==> config.mk <==
export PLATFORM = sky130hd
export DESIGN_NAME = uart_rx_frame
export DESIGN_NICKNAME = d
export VERILOG_FILES = /design/src/rtl/uart_rx_frame.sv
export SDC_FILE = /design/constraint.sdc
export NUM_CORES = 1
export LEC_CHECK = 0
export BUFFER_PORTS_ARGS = -buffer_cell sky130_fd_sc_hd__buf_2
export CORE_MARGIN = 5
export CORE_UTILIZATION = 61
export CTS_BUF_LIST = sky130_fd_sc_hd__clkbuf_4
export CTS_CLUSTER_DIAMETER = 200
export DETAILED_ROUTE_END_ITERATION = 12
export PLACE_DENSITY = 0.8
export REMOVE_ABC_BUFFERS = 1
export SKIP_CTS_REPAIR_TIMING = 1
export SLEW_MARGIN = 20
export SYNTH_ARGS = -nofsm -noshare
export SYNTH_HDL_FRONTEND = slang
export SYNTH_SLANG_ARGS = --single-unit
==> constraint.sdc <==
create_clock -name clk -period 3.9 [get_ports clk]
set_input_delay 0.585 -clock clk [delete_from_list [all_inputs] [get_ports clk]]
set_output_delay 0.585 -clock clk [all_outputs]
set_load 0.03 [all_outputs]
==> src/rtl/uart_rx_frame.sv <==
// UART receive deserializer: 16x oversampling with midpoint sampling of
// start/d0..d7/even-parity/stop frames, one completion pulse per frame.
module uart_rx_frame #(
    parameter int unsigned OVERSAMPLE = 16
) (
    input  logic       clk,
    input  logic       reset,
    input  logic       Rx_EN,
    input  logic       RxD,
    input  logic [2:0] Rx_BAUD_SELECT,
    output logic [7:0] Data,
    output logic       Rx_FERROR,
    output logic       Rx_PERROR,
    output logic       Rx_DONE
);

    localparam int unsigned   TW       = $clog2(OVERSAMPLE);
    localparam logic [TW-1:0] TICK_MID = TW'(OVERSAMPLE / 2 - 1);
    localparam logic [TW-1:0] TICK_END = TW'(OVERSAMPLE - 1);

    typedef enum logic [2:0] {
        IDLE,
        START,
        DATA,
        PARITY,
        STOP
    } state_t;

    state_t        state, state_next;

    logic          rx_meta, rxs, rxs_prev;
    logic [13:0]   baud_n, div_n, div_cnt;
    logic [TW-1:0] tick_cnt;
    logic [2:0]    bit_idx;
    logic [7:0]    shift;
    logic          par_bit;
    logic          tick, bit_tick;
    logic          start_det, mid_ok, data_smp, par_smp, commit;

    // Clocks per oversample tick at 50 MHz.
    always_comb begin
        case (Rx_BAUD_SELECT)
            3'd0:    baud_n = 14'd10417;
            3'd1:    baud_n = 14'd2604;
            3'd2:    baud_n = 14'd651;
            3'd3:    baud_n = 14'd326;
            3'd4:    baud_n = 14'd163;
            3'd5:    baud_n = 14'd81;
            3'd6:    baud_n = 14'd54;
            default: baud_n = 14'd27;
        endcase
    end

    assign tick     = (div_cnt == div_n - 14'd1);
    assign bit_tick = tick && (tick_cnt == TICK_END);

    always_ff @(posedge clk or negedge reset) begin
        if (!reset) state <= IDLE;
        else        state <= state_next;
    end

    always_comb begin
        state_next = state;
        start_det  = 1'b0;
        mid_ok     = 1'b0;
        data_smp   = 1'b0;
        par_smp    = 1'b0;
        commit     = 1'b0;
        if (!Rx_EN) begin
            state_next = IDLE;
        end else begin
            case (state)
                IDLE: begin
                    if (rxs_prev && !rxs) begin
                        start_det  = 1'b1;
                        state_next = START;
                    end
                end
                START: begin
                    if (tick && (tick_cnt == TICK_MID)) begin
                        if (rxs) begin
                            state_next = IDLE;
                        end else begin
                            mid_ok     = 1'b1;
                            state_next = DATA;
                        end
                    end
                end
                DATA: begin
                    if (bit_tick) begin
                        data_smp = 1'b1;
                        if (bit_idx == 3'd7) state_next = PARITY;
                    end
                end
                PARITY: begin
                    if (bit_tick) begin
                        par_smp    = 1'b1;
                        state_next = STOP;
                    end
                end
                STOP: begin
                    if (bit_tick) begin
                        commit     = 1'b1;
                        state_next = IDLE;
                    end
                end
                default: state_next = IDLE;
            endcase
        end
    end

    always_ff @(posedge clk or negedge reset) begin
        if (!reset) begin
            // Synchronizer resets to the idle line level so release cannot fake a start edge.
            rx_meta   <= 1'b1;
            rxs       <= 1'b1;
            rxs_prev  <= 1'b1;
            div_n     <= 14'd27;
            div_cnt   <= '0;
            tick_cnt  <= '0;
            bit_idx   <= '0;
            shift     <= '0;
            par_bit   <= 1'b0;
            Data      <= '0;
            Rx_FERROR <= 1'b0;
            Rx_PERROR <= 1'b0;
            Rx_DONE   <= 1'b0;
        end else begin
            rx_meta  <= RxD;
            rxs      <= rx_meta;
            rxs_prev <= rxs;
            Rx_DONE  <= 1'b0;
            if (!Rx_EN || state == IDLE) begin
                div_cnt  <= '0;
                tick_cnt <= '0;
                bit_idx  <= '0;
                if (start_det) div_n <= baud_n;
            end else begin
                div_cnt <= tick ? '0 : div_cnt + 14'd1;
                if (tick) tick_cnt <= (tick_cnt == TICK_END) ? '0 : tick_cnt + 1'b1;
                if (mid_ok) begin
                    tick_cnt <= '0;
                    bit_idx  <= '0;
                end
                if (data_smp) begin
                    shift[bit_idx] <= rxs;
                    bit_idx        <= bit_idx + 3'd1;
                end
                if (par_smp) par_bit <= rxs;
                if (commit) begin
                    Data      <= shift;
                    Rx_FERROR <= ~rxs;
                    Rx_PERROR <= (^shift) ^ par_bit;
                    Rx_DONE   <= 1'b1;
                end
            end
        end
    end

endmodule

==> run metrics <==
register bit total from synthesis=59; Post-synth EDFFs=0; Yosys Warn Count=0; global-route usage over all layers=between 20% and 30%; Routed wire per std cell=15.12 um; Clock Skew=approximately 18 ps; worst slew pin tran=744.7 ps; status=completed; Seq. cell area=roughly 0.0015 mm2; first-pass GRT wire length=11590 um; Mapped Cells=334; ant diodes=0; vias in the first global route=2520; vias per std cell=5.899; post-route DRC violation count=0; RSZ-0062 raised after global routing=no; Area contributors post-synth=dfrtp_1 (39%), dfstp_2 (5.5%), xnor2_1 (5.0%); setup TNS=0 ps; Die H=84.02 um; area leader, netlist=dfrtp_1; area grow syn2layout=8.124%; Max-Slew Margin vs Limit=49.73%; post-layout util=66.85%; Mapped Area=about 0.0033 mm2; largest net degree at the start of global routing=45; Worst Path Arrival=3650 ps; initial antenna violation count=0; fmax=297.7 MHz; leak pwr=approximately 1.6 nW; Post-synth top flop=dfrtp_1; kind of critical path=register to register; worst-path fanout max=13; Area after DPL=~0.0035 mm2; hold crit path type=input pin to async pin; synth unique cells=between 50 and 60; top-area cell type share of the netlist area=38.94%; Cell Rows=27; share of layout cells above drive strength 1=20.28%; routed wire length=6456 um; Clock Root Buffer=clkbuf_4; Initial Utilization=61.83%; cts bufs inserted=9; fin crit share=86.14%; Ports=18; Final HPWL DP=4636 um; required time of the critical path=4190 ps; # H-tree levels=3; post-route cell area=0.003613 mm2; Pre-antenna DRT Iters=4; nets=362; Vias=2519; max-slew violation count=0; core area=0.005405 mm2; placer congestion estimate=0.8051; pwr/cell area=369.4 mW/mm2; fillcell total=445; CP startpoint kind=register; drt first-iter violations=146; Syn Area/Cell=10.01 um2; maximum vdd ir drop=between 0.0002 and 0.0003 V; Max Cap Viol=0; gr ovfl total=0; port bufs=17; Post-DRT Antenna Nets=0; clk_lat worst skew=410 ps; Multi-input gate area=~0.0017 mm2; Final Critical Period=3359 ps; Setup crit end kind=register; Synth async-reset ratio=100.0%; post-synthesis sequential area ratio=between 40% and 50%; CTS clock-pin slew for the worst setup and hold paths=110 ps; die area=between 0.007 and 0.008 mm2; Final Hold Fails=0; TritonCTS clock tree=done; CTS Sinks=59; die width=84.02 um; # setup viols final=0; Max clock buf depth=2
-- power breakdown --
part	switching (mW)	internal [mW]	total, mW
clock network	0.249	0.199	0.448
registers	0.0462	0.646	0.692
logic	0.112	0.0834	0.195
-- layer usage --
metal	part of all wire, %	GRT usage (%)	wire length, um	vias up
met5	0	0	0	-
met4	2.5	8.626	159	0
met3	4.5	4.640	292	17
met2	46	30.80	2972	59
met1	47	27.26	3031	1211
li1	-	-	-	1232
-- registers in the layout (all words and copies together), names as in the netlist --
name       flops
div_n         12
rx_meta        1
Rx_PERROR      1
rxs            1
Data           8
Rx_DONE        1
par_bit        1
div_cnt       14
shift          8
Rx_FERROR      1
rxs_prev       1
tick_cnt       4
bit_idx        3
state          3
-- cell usage after synthesis, types with 7 or more instances --
cell type / count
a21oi_1: 7
clkbuf_1: 12
dfrtp_1: 52
dfstp_2: 7
inv_1: 12
mux2_2: 13
nand2_1: 28
nand3_1: 14
nor2_1: 37
nor4_1: 8
xnor2_1: 19
xor2_1: 17
-- layout by cell type, fill, tap and decap left out, types with 8 or more instances in the layout --
cell type	instances
clkbuf_4	9
dfrtp_1	52
nand3_1	14
xnor2_1	19
inv_1	12
nand2_1	28
xor2_1	17
nor4_1	8
buf_2	16
nor2_1	37
mux2_2	13
-- per-stage QoR --
stage / instances / hold WS, ps / worst slack (ps) / total power, mW
CTS: 427 / 251.6 / 552.4 / 1.341
global route: 427 / 182.9 / 369.3 / 1.408
global placement: 411 / 345.7 / 688.2 / 0.8899
detailed placement: 411 / 349.3 / 588.5 / 0.8967
finish: 427 / 156.3 / 540.6 / 1.335
floorplan: 317 / 289.4 / 808.3 / 0.8326
-- worst max-delay path, stage by stage, from the launching register on --
cell and delay, ps:
dfstp_2 400, inv_1 80, ha_1 250, or4b_1 480
o31ai_1 230, o311ai_1 170, nor4_2 450, nand4b_2 150
buf_4 220, nor2_2 420, mux2_2 400
-- final cells by class --
cell class / count / share of cell area, %
multi-input combinational: 246 / 47.68
tap: 72 / 2.493
inverter: 12 / 1.247
sequential: 59 / 41.10
clock inverter: 7 / 2.147
timing repair buffer: 22 / 3.463
clock buffer: 9 / 1.870
-- final timing paths --
| path | startpoint | to | slack (ps) | depth (start not counted) |
|---|---|---|---|---|
| min | reset | div_n[2] | 160 | 1 |
| max in group asynchronous | reset | div_n[1] | 3060 | 2 |
| min reg2reg | rx_meta | rxs | 370 | 0 |
| min in group clk | RxD | rx_meta | 260 | 1 |
| max | div_n[0] | Data[2] | 540 | 10 |
| max reg2reg | div_n[0] | Data[2] | 540 | 10 |
-- logic make-up after synthesis --
kind of cell	count (synthesis)	synth area share (%)
AOI/OAI and AO/OA	44	9.697
xor gates and xnor gates	36	9.435
adders and majority gates	5	1.872
buffers and inverters	29	4.006
DFF	59	44.44
muxes	22	7.263
and+or+nand+nor	139	23.29
Note: power is estimated with default switching activity, not from simulation.
